[src/rtl/mul_pipe_pkg.sv]
`default_nettype none
// +----------------------------------------------------------------------------+
// | Module  : mul_pipe_pkg                                                     |
// | Brief   : Shared types and helpers for the shared-multiplier scheduler.    |
// | Revision: 1.0                                                              |
// +----------------------------------------------------------------------------+
package mul_pipe_pkg;

  localparam int c_max_nreq  = 16;
  localparam int c_max_tag_w = 4;

  typedef struct packed {
    logic                   vld;
    logic [c_max_tag_w-1:0] tag;
  } stage_t;

  function automatic int w_of(input int sign_w, input int expo_w, input int mant_w);
    return sign_w + expo_w + mant_w;
  endfunction

  function automatic logic [c_max_nreq-1:0] onehot(input logic [c_max_tag_w-1:0] tag);
    return c_max_nreq'(1) << tag;
  endfunction

endpackage
`default_nettype wire

[src/rtl/mul_pipe_arb_rr_arb.sv]
`default_nettype none
// +----------------------------------------------------------------------------+
// | Module  : rr_arb                                                           |
// | Brief   : Round-robin arbiter; pointer advances past the winner on grant.  |
// | Revision: 1.0                                                              |
// +----------------------------------------------------------------------------+
module rr_arb #(
  parameter  int N     = 4,
  localparam int IDX_W = $clog2(N)
) (
  input  logic             clk,
  input  logic             rst_n,
  input  logic [N-1:0]     req,
  input  logic             en,
  output logic [N-1:0]     gnt_oh,
  output logic [IDX_W-1:0] gnt_idx
);

  logic [IDX_W-1:0] r_ptr;
  logic [IDX_W:0]   w_sum;
  logic             w_hit;

  // Scan offsets 0..N-1 from the pointer; the first requester found wins.
  always_comb begin
    w_hit   = 1'b0;
    w_sum   = '0;
    gnt_idx = '0;
    for (int i = 0; i < N; i++) begin
      w_sum = {1'b0, r_ptr} + (IDX_W+1)'(i);
      if (w_sum >= (IDX_W+1)'(N)) w_sum = w_sum - (IDX_W+1)'(N);
      if (!w_hit && req[w_sum[IDX_W-1:0]]) begin
        w_hit   = 1'b1;
        gnt_idx = w_sum[IDX_W-1:0];
      end
    end
    gnt_oh = (en && w_hit) ? (N'(1) << gnt_idx) : '0;
  end

  always_ff @(posedge clk or negedge rst_n) begin
    if (!rst_n) begin
      r_ptr <= '0;
    end else if (en && w_hit) begin
      r_ptr <= (gnt_idx == IDX_W'(N-1)) ? '0 : gnt_idx + 1'b1;
    end
  end

endmodule
`default_nettype wire

[src/rtl/mul_pipe_arb.sv]
`default_nettype none
// +----------------------------------------------------------------------------+
// | Module  : mul_pipe_arb                                                     |
// | Brief   : Shares one pipelined FP multiplier among NREQ requesters.        |
// | Revision: 1.0                                                              |
// +----------------------------------------------------------------------------+
module mul_pipe_arb
  import mul_pipe_pkg::*;
#(
  parameter  int SIGN_W  = 1,
  parameter  int EXPO_W  = 8,
  parameter  int MANT_W  = 23,
  parameter  int NREQ    = 4,
  parameter  int MUL_LAT = 3,
  localparam int W       = w_of(SIGN_W, EXPO_W, MANT_W),
  localparam int TAG_W   = $clog2(NREQ)
) (
  input  logic             clk,
  input  logic             rst_n,
  input  logic [NREQ-1:0]  req_valid,
  output logic [NREQ-1:0]  req_ready,
  input  logic [NREQ*W-1:0] req_a,
  input  logic [NREQ*W-1:0] req_b,
  output logic             mul_en,
  output logic             mul_in_vld,
  output logic [W-1:0]     mul_a,
  output logic [W-1:0]     mul_b,
  input  logic [W-1:0]     mul_res,
  input  logic             mul_nv,
  output logic [NREQ-1:0]  rsp_valid,
  input  logic [NREQ-1:0]  rsp_ready,
  output logic [W-1:0]     rsp_data,
  output logic             rsp_nv,
  output logic             busy
);

  stage_t                r_stage [MUL_LAT];
  logic                  w_tail_vld;
  logic [c_max_nreq-1:0] w_tail_oh;
  logic                  w_issue_en;
  logic [NREQ-1:0]       w_gnt_oh;
  logic [TAG_W-1:0]      w_gnt_idx;

  assign w_tail_vld = r_stage[MUL_LAT-1].vld;
  assign w_tail_oh  = onehot(r_stage[MUL_LAT-1].tag);

  // Freeze when the tail owner is not ready; depends only on rsp_ready and state.
  assign mul_en    = !(w_tail_vld && ((w_tail_oh & c_max_nreq'(rsp_ready)) == '0));
  assign rsp_valid = w_tail_oh[NREQ-1:0] & {NREQ{w_tail_vld}};
  assign rsp_data  = mul_res;
  assign rsp_nv    = mul_nv;

  // No grants while reset is held, so req_ready stays low during reset.
  assign w_issue_en = mul_en & rst_n;

  rr_arb #(.N(NREQ)) u_arb (
    .clk     (clk),
    .rst_n   (rst_n),
    .req     (req_valid),
    .en      (w_issue_en),
    .gnt_oh  (w_gnt_oh),
    .gnt_idx (w_gnt_idx)
  );

  assign req_ready  = w_gnt_oh;
  assign mul_in_vld = |w_gnt_oh;

  always_comb begin
    mul_a = '0;
    mul_b = '0;
    for (int i = 0; i < NREQ; i++) begin
      if (w_gnt_oh[i]) begin
        mul_a = req_a[i*W +: W];
        mul_b = req_b[i*W +: W];
      end
    end
  end

  always_ff @(posedge clk or negedge rst_n) begin
    if (!rst_n) begin
      for (int i = 0; i < MUL_LAT; i++) r_stage[i] <= '0;
    end else if (mul_en) begin
      r_stage[0] <= '{vld: mul_in_vld, tag: c_max_tag_w'(w_gnt_idx)};
      for (int i = 1; i < MUL_LAT; i++) r_stage[i] <= r_stage[i-1];
    end
  end

  always_comb begin
    busy = 1'b0;
    for (int i = 0; i < MUL_LAT; i++) busy = busy | r_stage[i].vld;
  end

endmodule
`default_nettype wire

[config.mk]
export PLATFORM = sky130hd
export DESIGN_NAME = mul_pipe_arb
export DESIGN_NICKNAME = d
export VERILOG_FILES = /design/src/rtl/mul_pipe_pkg.sv /design/src/rtl/mul_pipe_arb_rr_arb.sv /design/src/rtl/mul_pipe_arb.sv
export SDC_FILE = /design/constraint.sdc
export NUM_CORES = 1
export LEC_CHECK = 0
export BUFFER_PORTS_ARGS = -buffer_cell sky130_fd_sc_hd__clkbuf_2
export CORE_AREA = 2 2 158 160
export DETAILED_ROUTE_END_ITERATION = 6
export DIE_AREA = 0 0 160 162
export REMOVE_ABC_BUFFERS = 1
export SLEW_MARGIN = 25
export SYNTH_ARGS = -nofsm -noshare
export SYNTH_HDL_FRONTEND = slang
export SYNTH_SLANG_ARGS = --single-unit
[constraint.sdc]
create_clock -name clk -period 8.5 [get_ports clk]
set_clock_uncertainty 0.2 [all_clocks]
set_input_delay 2.125 -clock clk [delete_from_list [all_inputs] [get_ports clk]]
set_output_delay 2.125 -clock clk [all_outputs]
set_load 0.005 [all_outputs]
==> results.cfg, run 1 <==
[final_layout]
nFillCells = 2764
seq_area_um2 = 275
multi_input_area_mm2 = 0.00231
final_common_cell = clkbuf_2
drive_gt1_share_pct = 63.9
nets = 986
area_growth_pct = 56.2
antennaDiodeCount = 0
utilization_pct = 20.4
layout_common_cells = clkbuf_2 (340), o21ai_0 (67), nand2_1 (65), a221oi_1 (64), a211oi_2 (62)

[critical_path]
critPathLaunch = req_valid[1]
path_buf_inv = 4
r2r_slack_ns = 5.25
crit_family = compound AO/OA/AOI/OAI gates
crit-reg2reg-launch = u_arb.r_ptr[0]
timing.critical_path.mode_cell = clkbuf_2
reg2reg_to = r_stage[14]
worstPathRequired_ns = 6.18
r2r_cells = 10
endpoint = mul_b[13]
critical_path_class = primary input to primary output
worst_setup_path_start_kind = primary input
cp_max_fo = 37
crit_path_top_delay_cell = a211oi_1
end_kind = primary output
worstPathCellList = clkbuf_2 > nand2b_1 > a21oi_1 > a211oi_1 > inv_1 > ha_1 > nand2_2 > buf_4 > o21ai_0 > a211oi_2 > clkbuf_2
slowest_delay_ns = 0.55
path_depth = 11
arrival_ns = 4.96

[yosys]
synth_compound_area_share_pct = 55.4
synthAdderAreaFrac_pct = 1.59
ys_seq_elements = 11
avgSynthCellArea_um2 = 7.70
synth.distinct_cells = 31
yosysTopAreaCell = a211oi_2
yosys.area_share.xor_xnor_pct = 0
ys_seq_area_share_pct = 8.76
ys_async_sr_fraction_pct = 100
synth-simple-area-share_pct = 12.6
synth_top_family_by_area = compound AO/OA/AOI/OAI gates
ys.flop_type = dfrtp_1
ys_top_cells_by_area = a211oi_2 (25%), a221oi_1 (18%), o21ai_0 (11%)
synth_edf_count = 0
netlist_instances = 408
synth_mux_area_share_pct = 3.46
synth_area_mm2 = 0.00314
yosys.area.top_type_share_pct = 24.7
yosysWarnings = 0

[sta]
rsz0062_at_grt = false
setup_viol = 0
finalHoldViolations = 0
finalCritPeriodShare_pct = 85.7
hold_slack_ns = 0.279
relSlewSlack_pct = 47.9
drv_slew = 0
fin_tns_setup_ns = 0
worstMarginPinSlew_ns = 0.782
fmax_mhz = 137
min_period_ns = 7.29

[global_route]
grt_max_degree = 66
first_global_vias = 4429
grtUsageTotal_pct = 13.4
overflow = 0
grt_pass1_wl_mm = 26.6
antenna_found_initial = 1

[clock_network]
clock_path_buffers = 2
tritoncts = yes
numCtsBuffers = 3
path_clk_slew_ns = 0.04
postCtsSetupBuffers = 0
cts.sinks = 11
post_cts_resized = 0
cts-root-buf = clkbuf_16
h-tree-depth = 1
clk_latency_ns = 0.24
postCtsHoldBufs = 0

[routing]
top_layer_used = met5
totalWireLength_mm = 18.9
wl_per_cell_um = 18.8
viasPerCell = 4.55
wl_met3_mm = 2.79
route.met2.wl_mm = 8.27
first_pass_iters = 5
drt-met1-wl_mm = 7.23
drt_iter0_drc = 310
vias = 4579
drc = 0
final_antenna_net_count = 0

[floorplanning]
die-height_um = 162
die_x_um = 160
start_util_pct = 13.0
num_rows = 57
coreArea_mm2 = 0.0241
boundaryPins = 407
dieArea_mm2 = 0.0259

[power]
total_power_uw = 1320
power.density_mw_per_mm2 = 269
irDropWorstVdd_uv = 228
p_leak_uw = 0.00228

[place]
hpwl_mm = 15.0
gp_congestion = 0.809
io_buffers = 340

[outcome]
status = finished clean

[job]
drv_cap = 0

[min_path]
hp-class = flop to flop
## state kept, by name, indices dropped and copies added, names as in the netlist
register / flops
u_arb.r_ptr: 2
w_tail_vld: 1
r_stage: 8
## cells in the mapped netlist (2+ instances only)
cell type,instances
nand2_1,67
o21ai_0,67
a221oi_1,64
a211oi_2,62
buf_4,33
buf_2,18
clkbuf_1,17
inv_1,12
dfrtp_1,11
buf_6,7
mux2_2,7
nor2_1,6
dlygate4sd1_1,5
a21oi_1,4
ha_1,4
and2b_2,3
mux2i_1,3
and2_2,2
nand2b_1,2
nor2b_1,2
o22ai_1,2
## stage by stage
| stage | setup slack, ns | instance area (µm²) | cells |
|---|---|---|---|
| after floorplan | -0.304 | 2620 | 328 |
| after global placement | 1.35 | 4830 | 1002 |
| after detailed placement | 1.24 | 4830 | 1002 |
| after CTS | 1.22 | 4910 | 1006 |
| after global routing | 1.00 | 4910 | 1006 |
| final | 1.21 | 4910 | 1006 |
## worst min-delay path by stage
stage,start,to,slack [ns],cells past startpoint
6_report,r_stage[9],w_tail_vld,0.28,1
2_1_floorplan,r_stage[9],w_tail_vld,0.24,1
3_3_place_gp,r_stage[9],w_tail_vld,0.26,1
4_1_cts,r_stage[9],w_tail_vld,0.28,1
5_1_grt,r_stage[9],w_tail_vld,0.31,1
3_5_place_dp,r_stage[9],w_tail_vld,0.27,1
## power breakdown
group | total, µW | internal, µW | switching, µW
logic | 1130 | 454 | 680
registers | 101 | 79.9 | 21.1
clock network | 87.1 | 63.1 | 24.0
total | 1320 | 597 | 725
## metal layers
| layer | GRT usage [%] | vias to the layer above |
|---|---|---|
| met5 | 3.98 | - |
| met4 | 3.60 | 4 |
| met3 | 7.46 | 35 |
| met2 | 21.0 | 341 |
| met1 | 15.3 | 2099 |
| li1 | - | 2100 |
## cell families (layout without fill, tap and decap cells)
| group | count (synthesis) | after routing |
|---|---|---|
| adders and majority gates | 4 | 4 |
| DFF | 11 | 11 |
| and+or+nand+nor | 89 | 89 |
| buffers and inverters | 92 | 366 |
| muxes | 10 | 10 |
| AOI/OAI and AO/OA | 202 | 202 |
## cell type report
class | count | share of cell area, %
Clock buffer | 4 | 1.61
Multi-Input combinational cell | 305 | 47.2
Sequential cell | 11 | 5.61
Tap cell | 324 | 8.26
Inverter | 12 | 0.918
Timing Repair Buffer | 350 | 36.5
Note: power is estimated with default switching activity, not from simulation.
==> run 2, diff against run 1 <==
Settings changed: BUFFER_PORTS_ARGS -buffer_cell sky130_fd_sc_hd__clkbuf_2 to -buffer_cell sky130_fd_sc_hd__buf_2.
==> run 2 against run 1 <==
First-iteration DRC count up 8.1%; sequential share of layout area is essentially flat; hold slack better by 0.0092 ns; register-to-register slack about the same; final area down 0.10%; non-clock buffer count down 1.
==> results.cfg, run 2 (synthesis results as in run 1) <==
[outcome]
status = finished clean

[critical_path]
worstPathCellList = buf_2 > a21oi_1 > o21ai_0 > a21oi_1 > inv_1 > ha_2 > nor2b_4 > buf_4 > a221oi_1 > o21ai_0 > and2b_1 > buf_2
crit_path_top_delay_cell = nor2b_4
end_kind = primary output
worst_setup_path_start_kind = primary input
arrival_ns = 4.96
worstPathRequired_ns = 6.18
slowest_delay_ns = 0.64
cp_max_fo = 34
critical_path_class = primary input to primary output

[power]
p_int_uw = 592
p_sw_uw = 717
p_sw_share_pct = 54.8
power.density_mw_per_mm2 = 267
comb_power_share_pct = 85.7
p_seq_share_pct = 7.8
clock_power_share_pct = 6.6
p_leak_uw = 0.00227
irDropWorstVdd_uv = 165

[final_layout]
nFillCells = 2766
area_growth_pct = 56.1
largest_register_ff_count = 8
regMostFlops = r_stage
nets = 985
layout_common_cells = buf_2 (340), o21ai_0 (67), nand2_1 (65), a221oi_1 (64), a211oi_2 (62)
utilization_pct = 20.3
final_common_cell = buf_2
layout.cells.non_filler = 1006
drive_gt1_share_pct = 63.9

[sta]
fmax_mhz = 137
setup_ws_ns = 1.21
setup_viol = 0
min_period_ns = 7.29
fin_tns_setup_ns = 0
drv_slew = 0
finalCritPeriodShare_pct = 85.7
worstMarginPinSlew_ns = 0.824
finalHoldViolations = 0
rsz0062_at_grt = false
relSlewSlack_pct = 45.0

[routing]
totalWireLength_mm = 18.9
viasPerCell = 4.57
wl_per_cell_um = 18.8
vias = 4601
drt_iter0_drc = 335
drc = 0
first_pass_iters = 5
final_antenna_net_count = 0

[clock_network]
postCtsSetupBuffers = 0
path_clk_slew_ns = 0.04
clock_path_buffers = 2
cts.sinks = 11
clk_latency_ns = 0.24
postCtsHoldBufs = 0
post_cts_resized = 0
cts-root-buf = clkbuf_16
tritoncts = yes
h-tree-depth = 1
numCtsBuffers = 3

[global_route]
overflow = 0
first_global_vias = 4397
grt_pass1_wl_mm = 26.7
grtUsageTotal_pct = 13.4
grt_max_degree = 67
antenna_found_initial = 2

[floorplanning]
start_util_pct = 13.0
die_x_um = 160
dieArea_mm2 = 0.0259
die-height_um = 162
num_rows = 57
boundaryPins = 407
coreArea_mm2 = 0.0241

[job]
drv_cap = 0

[place]
gp_congestion = 0.810
hpwl_mm = 15.0
placed_cells = 1001
dp_slack_ns = 1.27
io_buffers = 340

[min_path]
hp-class = flop to flop
-- run 2: cell types whose count changed in the layout (fill, tap and decap cells not counted) --
cell / change
clkbuf_2: -340
buf_4: -1
diode_2: +1
buf_2: +340
-- run 2: layer usage --
layer	vias to the layer above	track usage, %	routed length (µm)
li1	2097	-	-
met1	2144	15.0	7130
met2	328	21.3	8320
met3	28	8.02	2880
met4	4	3.32	445
met5	-	3.60	142
-- run 2: per-stage QoR --
stage	area (µm²)	hold WS [ns]	total power [µW]
finish	4900	0.289	1310
global route	4900	0.315	1420
CTS	4900	0.295	1320
detailed placement	4820	0.281	1230
global placement	4820	0.259	1220
floorplan	2620	0.244	806
-- run 2: worst max-delay path: cells and delay by family --
| kind | cells | cell delay (ns) |
|---|---|---|
| AO/OA/AOI/OAI | 5 | 0.93 |
| AND/OR/NAND/NOR | 2 | 0.79 |
| buffers and inverters | 4 | 0.86 |
| adder cells (fa/ha/maj) | 1 | 0.23 |
-- run 2: layout make-up --
| type | instances | area (µm²) | share of cell area, % |
|---|---|---|---|
| diodes | 1 | 2.50 | 0.0510 |
| clock buffers | 4 | 78.8 | 1.61 |
| well taps | 324 | 405 | 8.27 |
| multi-input cells | 305 | 2310 | 47.2 |
| repair buffers | 349 | 1780 | 36.3 |
| flip-flops and latches | 11 | 275 | 5.61 |
| inverters | 12 | 45.0 | 0.919 |
-- run 2: worst paths after layout --
path / start / endpoint / slack [ns] / depth (start not counted)
max: req_valid[0] / mul_a[31] / 1.21 / 12
min: r_stage[9] / w_tail_vld / 0.29 / 1
max reg2reg: u_arb.r_ptr[0] / r_stage[14] / 5.26 / 10
min reg2reg: r_stage[9] / w_tail_vld / 0.29 / 1
max in group asynchronous: rst_n / r_stage[14] / 6.27 / 1
min in group asynchronous: rst_n / r_stage[5] / 1.58 / 1
-- run 2: power by group through the flow --
stage | registers, µW | logic [µW] | clock network (µW)
after floorplan | 94.3 | 712 | 0
after global placement | 101 | 1110 | 0
after detailed placement | 102 | 1120 | 0
after CTS | 102 | 1130 | 87.3
after global routing | 105 | 1230 | 90.4
final | 102 | 1120 | 86.3
==> run 3, diff against run 2 <==
Settings changed: CORE_AREA 2 2 158 160 to 5 5 156 158, CTS_BUF_LIST set to sky130_fd_sc_hd__clkbuf_4, DIE_AREA 0 0 160 162 to 0 0 161 163, SYNTH_HIERARCHICAL set to 1.
==> run 3 against run 2 <==
Hold slack better by 0.0030 ns; global-route usage shrank 0.44 points; clock power shrank 57%; highest routed layer unchanged; die area is 1.2% higher; combinational power fell by 32%.
==> results.cfg, run 3 <==
[floorplanning]
coreArea_mm2 = 0.0230
boundaryPins = 407
dieArea_mm2 = 0.0262
die-height_um = 163
die_x_um = 161
start_util_pct = 12.2
num_rows = 56

[min_path]
hp-class = flop to flop
worstHoldStart = r_stage[9]

[critical_path]
worstPathCellList = buf_2 > mux2_4 > a2bb2oi_4 > and2_1 > o41a_1 > and2_1 > nor2b_4 > buf_4 > a221oi_1 > o31ai_1 > buf_2
path_buf_inv = 3
end_kind = primary output
crit_family = compound AO/OA/AOI/OAI gates
critPathLaunch = rsp_ready[3]
slowest_delay_ns = 0.44
critical_path_class = primary input to primary output
crit-reg2reg-launch = r_stage[1]
worst_setup_path_start_kind = primary input
worstPathRequired_ns = 6.18
crit_path_top_delay_cell = o31ai_1
arrival_ns = 4.65
cp_max_fo = 27

[clock_network]
path_clk_slew_ns = 0.06
h-tree-depth = 1
tritoncts = yes
post_cts_resized = 0
postCtsSetupBuffers = 0
clk_latency_ns = 0.26
postCtsHoldBufs = 0
cts.sinks = 11
numCtsBuffers = 3
clock_path_buffers = 2
cts-root-buf = clkbuf_4

[routing]
viasPerCell = 4.38
drc = 0
drt_iter0_drc = 267
wl_per_cell_um = 19.8
first_pass_iters = 4
totalWireLength_mm = 19.0
final_antenna_net_count = 0
vias = 4202

[yosys]
yosysWarnings = 6
yosysTopAreaCell = a221oi_1
synth_edf_count = 0
netlist_instances = 395
ys.flop_type = dfrtp_1
ys_async_sr_fraction_pct = 100
yosys.area.top_type_share_pct = 19.4
synth.distinct_cells = 32
avgSynthCellArea_um2 = 7.09
synthTopCellsByCount = nand2_1 (67), nor2b_1 (65), a221oi_1 (62), o31ai_1 (62), buf_4 (33)
ys_seq_elements = 11
synth.most_common_cell = nand2_1
ys_top_cells_by_area = a221oi_1 (19%), o31ai_1 (17%), nor2b_1 (15%)
synth_area_mm2 = 0.00280
ys_seq_area_share_pct = 9.83

[power]
p_int_uw = 483
clock_power_share_pct = 4.1
p_sw_share_pct = 46.3
irDropWorstVdd_uv = 58.0
p_sw_uw = 416
power.density_mw_per_mm2 = 197
p_seq_share_pct = 11.5
p_leak_uw = 0.00219
comb_power_share_pct = 84.5

[final_layout]
largest_register_ff_count = 8
layout_common_cells = buf_2 (340), nand2_1 (67), nor2b_1 (64), a221oi_1 (62), o31ai_1 (62)
area_growth_pct = 62.8
regMostFlops = r_stage
nets = 974
antennaDiodeCount = 0
utilization_pct = 19.8
final_common_cell = buf_2
drive_gt1_share_pct = 54.3

[job]
drv_cap = 0

[global_route]
grtUsageTotal_pct = 12.9
antenna_found_initial = 2
first_global_vias = 3862
grt_pass1_wl_mm = 25.6
overflow = 0
grt_max_degree = 69

[outcome]
status = finished clean

[sta]
rsz0062_at_grt = false
worstMarginPinSlew_ns = 0.730
relSlewSlack_pct = 51.3
setup_viol = 0
fmax_mhz = 143
finalHoldViolations = 0
min_period_ns = 6.98
finalCritPeriodShare_pct = 82.1
fin_tns_setup_ns = 0
drv_slew = 0

[place]
hpwl_mm = 16.5
io_buffers = 340
gp_congestion = 0.906
## run 3: cell count changes after synthesis, moves of 7 or more
cell / delta
o31ai_1: +62
buf_6: -7
inv_1: -10
clkbuf_1: +12
nor2b_1: +63
o21ai_0: -64
a211oi_2: -62
and2_1: +7
## run 3: cells by family after synthesis
family | synth area share [%]
buffers and inverters | 15.3
AOI/OAI and AO/OA | 40.6
DFF | 9.83
and+or+nand+nor | 27.8
muxes | 4.60
adders and majority gates | 1.79
## run 3: path summary, 6_finish.rpt
check | end | slack, ns | cells past startpoint
worst max-delay path | mul_a[5] | 1.52 | 11
worst min-delay path | w_tail_vld | 0.29 | 1
worst max register to register | r_stage[14] | 5.31 | 8
worst min register to register | w_tail_vld | 0.29 | 1
max in group asynchronous | r_stage[1] | 6.37 | 1
min in group asynchronous | r_stage[6] | 1.52 | 1
## run 3: final cells by class
| class | instances | area, µm² |
|---|---|---|
| timing repair buffer | 346 | 1770 |
| multi-input combinational | 307 | 2110 |
| fill | 2639 | 18400 |
| sequential | 11 | 275 |
| clock buffer | 4 | 30.0 |
| tap | 290 | 363 |
| inverter | 2 | 7.51 |
## run 3: per-stage QoR
step                cells  power (µW)  hold WS [ns]  setup WS (ns)  cell area (µm²)
floorplan             320         540         0.247         -0.301             2380
global placement      956         861         0.268           1.56             4530
detailed placement    956         869         0.275           1.55             4530
CTS                   960         909         0.294           1.54             4560
global route          960         985         0.320           1.32             4560
finish                960         899         0.292           1.52             4560
## run 3: worst reg2reg max path, stage by stage, from the launching register on
cell,delay [ns]
dfrtp_1,0.47
mux2_4,0.35
a2bb2oi_4,0.19
and2_1,0.20
o41a_1,0.17
and2_4,0.37
buf_12,0.29
or4_1,0.55
mux2_2,0.28
## run 3: routing by layer
layer	track usage, %	share of wire (%)	vias to the layer above
li1	-	-	2013
met1	11.3	30	1888
met3	8.10	15	20
met4	6.36	5.4	4
met2	23.1	49	277
met5	0.189	0.18	-
## run 3: power groups by stage
stage | combinational [µW] | sequential (µW) | clock, µW
2_1_floorplan | 443 | 96.7 | 0
3_3_place_gp | 759 | 102 | 0
3_5_place_dp | 765 | 104 | 0
4_1_cts | 768 | 103 | 38.0
5_1_grt | 837 | 107 | 42.2
6_report | 759 | 103 | 36.7
